[src/rtl/segdecoder_if.sv]
// Display-bus and decoded-result bundle for segdecoder.
// The errcnt signal exists only when SEGDECODER_ERRCNT_EN is defined.
interface segdecoder_if #(
    parameter int unsigned NUM_DIGITS = 4,
    parameter int unsigned IDX_W      = 2
);
    logic [NUM_DIGITS-1:0]   an;
    logic [6:0]              seg;
    logic                    clr_err;
    logic [4*NUM_DIGITS-1:0] hex_out;
    logic [NUM_DIGITS-1:0]   digit_valid;
    logic                    upd;
    logic [IDX_W-1:0]        upd_idx;
    logic                    err;
`ifdef SEGDECODER_ERRCNT_EN
    logic [7:0]              errcnt;

    modport master (output an, seg, clr_err,
                    input  hex_out, digit_valid, upd, upd_idx, err, errcnt);
    modport slave  (input  an, seg, clr_err,
                    output hex_out, digit_valid, upd, upd_idx, err, errcnt);
`else
    modport master (output an, seg, clr_err,
                    input  hex_out, digit_valid, upd, upd_idx, err);
    modport slave  (input  an, seg, clr_err,
                    output hex_out, digit_valid, upd, upd_idx, err);
`endif
endinterface

[src/rtl/segdecoder.sv]
// Multiplexed active-low 7-segment bus reader: stability filter, reverse
// glyph lookup, per-digit result registers and sticky error flag.
// Optional error counter: define SEGDECODER_ERRCNT_EN.
module segdecoder #(
    parameter int unsigned NUM_DIGITS    = 4,
    parameter int unsigned IDX_W         = 2,
    parameter int unsigned STABLE_CYCLES = 4
) (
    input  logic      clk,
    input  logic      rst,
    segdecoder_if.slave sif
);
    localparam int unsigned CNT_W = (STABLE_CYCLES > 1) ? $clog2(STABLE_CYCLES) : 1;
    localparam logic [CNT_W-1:0] CNT_LAST = CNT_W'(STABLE_CYCLES - 1);

    typedef enum logic [1:0] {IDLE, SETTLE, HELD} state_e;

    state_e                  state_q, state_d;
    logic [CNT_W-1:0]        cnt_q, cnt_d;
    logic [NUM_DIGITS-1:0]   r_an_q, p_an_q;
    logic [6:0]              r_seg_q, p_seg_q;
    logic [4*NUM_DIGITS-1:0] hex_q;
    logic [NUM_DIGITS-1:0]   valid_q;
    logic                    upd_q;
    logic [IDX_W-1:0]        upd_idx_q;
    logic                    err_q;

    logic                    sel_valid_c;
    logic                    changed_c;
    logic                    capture_c;
    logic [IDX_W-1:0]        idx_c;
    logic [4:0]              dec_c;
    logic                    blank_c;
    logic                    err_cap_c;

    // Reverse glyph lookup: {legal, digit}
    function automatic logic [4:0] decode(input logic [6:0] s);
        case (s)
            7'h40: decode = 5'h10;
            7'h79: decode = 5'h11;
            7'h24: decode = 5'h12;
            7'h30: decode = 5'h13;
            7'h19: decode = 5'h14;
            7'h12: decode = 5'h15;
            7'h02: decode = 5'h16;
            7'h78: decode = 5'h17;
            7'h00: decode = 5'h18;
            7'h10: decode = 5'h19;
            7'h08: decode = 5'h1A;
            7'h03: decode = 5'h1B;
            7'h46: decode = 5'h1C;
            7'h21: decode = 5'h1D;
            7'h06: decode = 5'h1E;
            7'h0E: decode = 5'h1F;
            default: decode = 5'h00;
        endcase
    endfunction

    // Input stage plus one-cycle-delayed copy for change detection
    always_ff @(posedge clk) begin
        if (rst) begin
            r_an_q  <= '1;
            r_seg_q <= 7'h7F;
            p_an_q  <= '1;
            p_seg_q <= 7'h7F;
        end else begin
            r_an_q  <= sif.an;
            r_seg_q <= sif.seg;
            p_an_q  <= r_an_q;
            p_seg_q <= r_seg_q;
        end
    end

    // Selected position: index of the low bit of r_an
    always_comb begin
        idx_c = '0;
        for (int unsigned i = 0; i < NUM_DIGITS; i++) begin
            if (!r_an_q[i]) idx_c = IDX_W'(i);
        end
    end

    // FSM state register and stability counter
    always_ff @(posedge clk) begin
        if (rst) begin
            state_q <= IDLE;
            cnt_q   <= '0;
        end else begin
            state_q <= state_d;
            cnt_q   <= cnt_d;
        end
    end

    // FSM next-state and capture strobe
    always_comb begin
        state_d     = state_q;
        cnt_d       = cnt_q;
        capture_c   = 1'b0;
        sel_valid_c = $onehot(~r_an_q);
        changed_c   = ({r_an_q, r_seg_q} != {p_an_q, p_seg_q});
        case (state_q)
            IDLE: begin
                cnt_d = '0;
                if (sel_valid_c) state_d = SETTLE;
            end
            SETTLE: begin
                if (changed_c) begin
                    cnt_d   = '0;
                    state_d = sel_valid_c ? SETTLE : IDLE;
                end else if (cnt_q == CNT_LAST) begin
                    capture_c = 1'b1;
                    cnt_d     = '0;
                    state_d   = HELD;
                end else begin
                    cnt_d = cnt_q + CNT_W'(1);
                end
            end
            HELD: begin
                if (changed_c) begin
                    cnt_d   = '0;
                    state_d = sel_valid_c ? SETTLE : IDLE;
                end
            end
            default: begin
                cnt_d   = '0;
                state_d = IDLE;
            end
        endcase
    end

    // Classify the captured segment pattern
    always_comb begin
        dec_c     = decode(r_seg_q);
        blank_c   = (r_seg_q == 7'h7F);
        err_cap_c = capture_c && !dec_c[4] && !blank_c;
    end

    // Result register file, update pulse and sticky error
    always_ff @(posedge clk) begin
        if (rst) begin
            hex_q     <= '0;
            valid_q   <= '0;
            upd_q     <= 1'b0;
            upd_idx_q <= '0;
            err_q     <= 1'b0;
        end else begin
            upd_q <= capture_c;
            if (capture_c) upd_idx_q <= idx_c;
            for (int unsigned i = 0; i < NUM_DIGITS; i++) begin
                if (capture_c && !r_an_q[i]) begin
                    valid_q[i] <= dec_c[4];
                    if (dec_c[4]) hex_q[4*i +: 4] <= dec_c[3:0];
                end
            end
            if (err_cap_c)        err_q <= 1'b1;
            else if (sif.clr_err) err_q <= 1'b0;
        end
    end

    assign sif.hex_out     = hex_q;
    assign sif.digit_valid = valid_q;
    assign sif.upd         = upd_q;
    assign sif.upd_idx     = upd_idx_q;
    assign sif.err         = err_q;

`ifdef SEGDECODER_ERRCNT_EN
    logic [7:0] errcnt_q;

    // Saturating error-capture counter; clear with simultaneous error leaves 1
    always_ff @(posedge clk) begin
        if (rst) begin
            errcnt_q <= 8'h00;
        end else if (sif.clr_err) begin
            errcnt_q <= err_cap_c ? 8'h01 : 8'h00;
        end else if (err_cap_c && (errcnt_q != 8'hFF)) begin
            errcnt_q <= errcnt_q + 8'h01;
        end
    end

    assign sif.errcnt = errcnt_q;
`endif
endmodule

[src/flat_wrapper.sv]
// flat-port wrapper written by rule: the top's interface ports become plain ports
module segdecoder_flat 
#(
    parameter int unsigned NUM_DIGITS    = 4,
    parameter int unsigned IDX_W         = 2,
    parameter int unsigned STABLE_CYCLES = 4
)
  (clk, rst, sif_an, sif_seg, sif_clr_err, sif_hex_out, sif_digit_valid, sif_upd, sif_upd_idx, sif_err);
  segdecoder_if #(.NUM_DIGITS(NUM_DIGITS), .IDX_W(IDX_W)) sif_i ();
  input  logic clk;
  input  logic rst;
  input wire logic [$bits(sif_i.an)-1:0] sif_an;
  input wire logic [$bits(sif_i.seg)-1:0] sif_seg;
  input wire logic [$bits(sif_i.clr_err)-1:0] sif_clr_err;
  output wire logic [$bits(sif_i.hex_out)-1:0] sif_hex_out;
  output wire logic [$bits(sif_i.digit_valid)-1:0] sif_digit_valid;
  output wire logic [$bits(sif_i.upd)-1:0] sif_upd;
  output wire logic [$bits(sif_i.upd_idx)-1:0] sif_upd_idx;
  output wire logic [$bits(sif_i.err)-1:0] sif_err;
  assign sif_i.an = sif_an;
  assign sif_i.seg = sif_seg;
  assign sif_i.clr_err = sif_clr_err;
  assign sif_hex_out = sif_i.hex_out;
  assign sif_digit_valid = sif_i.digit_valid;
  assign sif_upd = sif_i.upd;
  assign sif_upd_idx = sif_i.upd_idx;
  assign sif_err = sif_i.err;
  segdecoder #(.NUM_DIGITS(NUM_DIGITS), .IDX_W(IDX_W), .STABLE_CYCLES(STABLE_CYCLES)) u_core (.clk(clk), .rst(rst), .sif(sif_i));
endmodule
[config.mk]
export PLATFORM = sky130hd
export DESIGN_NAME = segdecoder_flat
export DESIGN_NICKNAME = d
export VERILOG_FILES = /design/src/rtl/segdecoder_if.sv /design/src/rtl/segdecoder.sv /design/src/flat_wrapper.sv
export SDC_FILE = /design/constraint.sdc
export NUM_CORES = 1
export LEC_CHECK = 0
export BUFFER_PORTS_ARGS = -buffer_cell sky130_fd_sc_hd__buf_2
export CAP_MARGIN = 25
export CORE_MARGIN = 10
export CORE_UTILIZATION = 45
export CTS_CLUSTER_SIZE = 40
export DETAILED_ROUTE_END_ITERATION = 7
export PLACE_DENSITY = 0.64
export SLEW_MARGIN = 20
export SYNTH_ARGS = -nofsm -noshare
export SYNTH_HDL_FRONTEND = slang
export SYNTH_SLANG_ARGS = --single-unit
[constraint.sdc]
create_clock -name clk -period 2.45 [get_ports clk]
set_clock_uncertainty 0.15 [all_clocks]
set_input_delay 0.245 -clock clk [delete_from_list [all_inputs] [get_ports clk]]
set_output_delay 0.245 -clock clk [all_outputs]
set_load 0.03 [all_outputs]
; Yosys cells after proc, flatten, opt, wreduce, memory -nomap -nowiden
; Cells that the tools add are included.
; Widths: inputs -> output; s select.
[word_totals]
regBits = 50
input_bits = 14
output_inout_bits = 24
elab_cells = 85
[op_classes]
n_addsub = 4
n_eq_ne = 24
muxes = 19
n_bitwise = 1
n_reduce_logical = 20
[ops]
columns = cell, n
row1 = $pmux 5 s16, 1
row2 = $eq 7x7->1 const B, 5
row3 = $eq 7x5->1 const B, 3
row4 = $eq 7x6->1 const B, 3
row5 = $mux 2, 9
row6 = $eq 7x2->1 const B, 2
row7 = $eq 7x4->1 const B, 2
row8 = $ne 11x11->1, 1
row9 = $reduce_and 2->1, 4
row10 = $eq 7x3->1 const B, 1
row11 = $logic_not 7->1, 1
row12 = $mux 1, 7
row13 = $logic_and 1x1->1, 6
row14 = $logic_not 1->1, 6
row15 = $pmux 2 s3, 1
row16 = $add 1x1->2, 2
row17 = $eq 2x2->1 const B, 2
row18 = $ne 2x1->1 const B, 2
row19 = $not 4->4, 1
row20 = $pmux 2 s2, 1
row21 = $add 3x3->3, 1
row22 = $eq 3x1->1 const B, 1
row23 = $ne 3x1->1 const B, 1
row24 = $reduce_and 3->1, 1
row25 = other kinds (4), 4

; Depth between registers and ports, before layout
[logic_depth]
depth_word = 7
depth_mapped = 9
mapped_depth_nobuf = 7

; Worst setup path before layout
; Ideal clock, no wire load.
[synth_timing]
path_kind = flip-flop to flip-flop
startpoint = register u_core.r_seg_q[2]
endpoint = register u_core.hex_q[14], in the netlist u_core.sif.hex_out[14]
setup_time_ps = 121
arrival_time_ps = 1983
required_time_ps = 2179
setup_slack_ps = 195
stages_incl_launch_ff = 8
path_buffers = 2
period_less_slack_ps = 2255
path_cell_list = dfxtp_1 buf_6 xnor2_2 nand4_1 or4_4 or3_1 buf_6 mux2_4
[synth_between]
elab_chain_len = 5
word_cells_on_any_way = 22
classes_between = eq/ne: 16 / mux: 3 / reduce/logical: 3
[synth_rtl]
columns = element, line_no
row1 = from (decl), segdecoder.sv:21  ; logic [6:0] r_seg_q, p_seg_q;
row2 = from (signal assigned), segdecoder.sv:68  ; r_seg_q <= sif.seg;
row3 = $ne 11x11->1, segdecoder.sv:99  ; changed_c = ({r_an_q, r_seg_q} != {p_an_q, p_seg_q});
row4 = $mux 1, segdecoder.sv:106  ; if (changed_c) begin
row5 = $mux 1, segdecoder.sv:100  ; case (state_q)
row6 = $logic_and 1x1->1, segdecoder.sv:149  ; if (capture_c && !r_an_q[i]) begin
row7 = $reduce_and 2->1 (no source line), --
row8 = "to (signal, indexed assignment)", segdecoder.sv:151  ; if (dec_c[4]) hex_q[4*i +: 4] <= dec_c[3:0];
row9 = to (decl), segdecoder.sv:22  ; logic [4*NUM_DIGITS-1:0] hex_q;
; Parallel ways exist; a longest one is shown, timed or not.
; A chain may end at the register's enable or synchronous reset.

; Worst setup path in the final report
[layout_timing]
startpoint = register u_core.r_seg_q[3]
endpoint = register u_core.hex_q[6], in the netlist u_core.sif.hex_out[6]
; The elaborated chain is that of the path after synthesis.

==> results.tsv <==
stage	metric	value	unit
outcome	outcome	complete, no violations	
global_route	grt_remaining_overflow	0	
sta	final_max_slew_viol_count	0	
setup_path	cp_top_family	simple AND/OR/NAND/NOR gates	
logic_synthesis	yosysWarnings	0	
sta	setup_viol	0	
floorplanning	num_io_pins	38	
sta	grt_setup_unrepaired	false	
logic_synthesis	synth_cell_types	50	
route	wl_per_cell	13.58	µm
pwr	power.density	551.4	nW/µm²
placed_design	gp_congestion	0.7963	
route	avgViaCountPerCell	4.973	
route	dr_total_vias	1835	
setup_path	critical_path_class	reg -> reg	
final_layout	drive_gt1_share	32.11	%
setup_path	crit_path_max_fanout	5	
setup_path	crit_path_start_kind	register	
sta	max_freq	429.1	MHz
floorplanning	rows	26	
floorplanning	die_area	8505	µm²
pwr	finalPower	1.565	mW
clocking	cts_buffers	5	
sta	tns	0	ns
setup_path	crit_start	u_core.r_seg_q[3]	
floorplanning	start_util	46.25	%
final_layout	fin_util	55.92	%
pwr	power.leakage	1.212	nW
global_route	antenna_found_initial	0	
floorplanning	coreArea	5075	µm²
route	wl	5.011	mm
floorplanning	die_height	92.22	µm
final_layout	syn_to_final_growth	20.90	%
placed_design	port_buffers	37	
clocking	cts_tree	built	
clocking	clock_latency	0.30	ns
worst_hold_path	min_path_type	in -> reg	
setup_path	required	2.49	ns
route	firstDrtPassIters	4	
floorplanning	die_w	92.22	µm
setup_path	cp_slowest_cell	or4_4	
setup_path	crit_buf_inv	0	
logic_synthesis	ys_seq_area_share	42.64	%
sta	final.min_clock_period	2.330	ns
clocking	cts_num_sinks	50	
logic_synthesis	synth.avg_cell_area	9.581	µm²
placed_design	dp_hpwl	3.726	mm
route	drtIter0Drc	74	
final_layout	antennaDiodeCount	0	
logic_synthesis	synth_ff_type	dfxtp_1	
logic_synthesis	ys_ff_latch	50	
sta	hold_viol_final	0	
worst_hold_path	min_to	u_core.sif.err	
setup_path	cp_data_arrival_time	2.37	ns
global_route	track_usage	12.46	%
route	drc	0	
sta	slew_headroom	71.52	%
worst_hold_path	hold_depth	3	
setup_path	worstReg2RegEnd	u_core.sif.hex_out[6]	
pwr	irDropWorstVdd	0.0004044	V
final_layout	nNetsFinal	318	
setup_path	r2r-start	u_core.r_seg_q[3]	
clocking	clkTransAtPathRegs	0.09	ns
setup_path	cpPeakStageDelay	0.59	ns
clocking	root_buffer	clkbuf_8	
setup_path	end_kind	register	
setup_path	reg2reg_depth	5	
clocking	cts_max_level	2	
logic_synthesis	synth_edf_count	0	
route	ant_nets	0	
logic_synthesis	synth_fp_nets	265	
sta	worstMarginPinSlew	0.4252	ns
sta	fin_crit_sh	95.11	%
logic_synthesis	syn_area	2347	µm²
global_route	grt_max_degree	24	
global_route	grt_pass1_wl	8.894	mm
run	max_cap_viol_count	0	
global_route	grt_pass1_vias	1913	
setup_path	path_cells	xnor2_1, nand3_1, or4_4, or3_1, mux2_4	
worst_hold_path	min_from	sif_clr_err	
logic_synthesis	async_flop_share	0	%
logic_synthesis	synth_cells	245	
setup_path	reg2reg_slack	0.12	ns
clocking	clock_path_buffers	2	
==> layout by cell type, fill, tap and decap left out, types with 7 or more instances in the layout <==
cell type and n:
dfxtp_1 49, xnor2_1 11, or2_2 23, nor3_1 9
nand2b_1 8, nand2_1 10, buf_2 37, a21oi_1 8
nor2b_1 12, inv_1 7, buf_4 18, nor2_1 11
dlygate4sd3_1 11
==> cell usage after synthesis (4+ instances only) <==
master	count	share of area (%)
nor2_1	11	1.8
or2_2	23	6.1
nand4_1	4	1.1
mux2i_1	6	2.6
nor3_1	9	1.9
nor4_1	4	1.1
inv_1	7	1.1
nor2b_1	12	3.2
dfxtp_1	50	43
mux2_4	4	2.6
xnor2_1	11	4.1
or3_1	4	1.1
o2bb2ai_1	6	2.2
o21ai_0	4	0.85
ha_1	5	2.7
nand2_1	10	1.6
clkbuf_1	9	1.4
nand2b_1	8	2.1
nand3_1	4	0.85
a21oi_1	8	1.7
buf_6	7	3.4
==> where the power goes <==
group	leakage (nW)	switching, mW	internal, mW
registers	0.408	0.0178	0.832
logic	0.752	0.0709	0.0795
clock network	0.0524	0.259	0.306
total	1.21	0.348	1.22
==> tightest hold or removal path, delay by kind of cell <==
| family | cells | cell delay, ns |
|---|---|---|
| AOI/OAI and AO/OA | 1 | 0.05 |
| buffers and inverters | 1 | 0.07 |
| and+or+nand+nor | 1 | 0.08 |
==> how the worst max path moves through the flow <==
| stage | end | slack, ns | cells past startpoint |
|---|---|---|---|
| CTS | u_core.sif.hex_out[6] | 0.05 | 5 |
| global placement | u_core.sif.hex_out[6] | 0.11 | 5 |
| global route | u_core.sif.hex_out[11] | 0.02 | 8 |
| detailed placement | u_core.sif.hex_out[6] | 0.06 | 5 |
| floorplan | u_core.sif.hex_out[14] | 0.20 | 7 |
| finish | u_core.sif.hex_out[6] | 0.12 | 5 |
==> cell type report <==
cell class,count,area [µm²]
clock buffer,7,76.32
timing repair buffer,66,430.4
multi-input combinational,168,1185
clock inverter,1,30.03
tap,70,87.58
fill,499,2237
inverter,7,26.28
sequential,50,1002
==> metal layers <==
| metal | part of all wire, % | vias up | track usage [%] |
|---|---|---|---|
| met3 | 5.0 | 7 | 4.319 |
| met2 | 47 | 35 | 20.88 |
| met4 | 1.4 | 0 | 3.985 |
| li1 | - | 948 | - |
| met5 | 0 | - | 0 |
| met1 | 47 | 845 | 14.53 |
==> cell families after synthesis <==
kind of cell | after synthesis | synth area share [%]
multiplexers | 10 | 5.117
AND/OR/NAND/NOR | 105 | 26.76
AO/OA/AOI/OAI | 34 | 9.862
flip-flops | 50 | 42.64
adder cells (fa/ha/maj) | 7 | 3.945
buffers and inverters | 27 | 6.877
XOR/XNOR | 12 | 4.798
==> sequential cells by signal, summed over array words and instances (netlist names) <==
name and cells:
u_core.cnt_q 2, u_core.sif.upd 1, u_core.sif.upd_idx 2, u_core.sif.hex_out 16
u_core.sif.err 1, u_core.r_an_q 4, u_core.state_q 2, u_core.p_an_q 4
u_core.sif.digit_valid 4, u_core.p_seg_q 7, u_core.r_seg_q 7
==> timing repair <==
action	4_1_cts	5_1_grt
endpoints found under the hold margin	11	0
hold buffers	11	0
gates resized for setup	0	1
endpoints found under the setup margin	0	20
buffers inserted	0	0
==> per-stage QoR <==
stage	hold WS [ns]	cell area [µm²]	cells	setup slack [ns]
6_report	0.05028	2838	369	0.1197
5_1_grt	0.05819	2838	369	0.02077
4_1_cts	0.04100	2836	369	0.04928
3_5_place_dp	0.2786	2620	350	0.06372
3_3_place_gp	0.2766	2620	350	0.1101
2_1_floorplan	0.1988	2347	245	0.1953
Power figures use the tool's default switching activity.
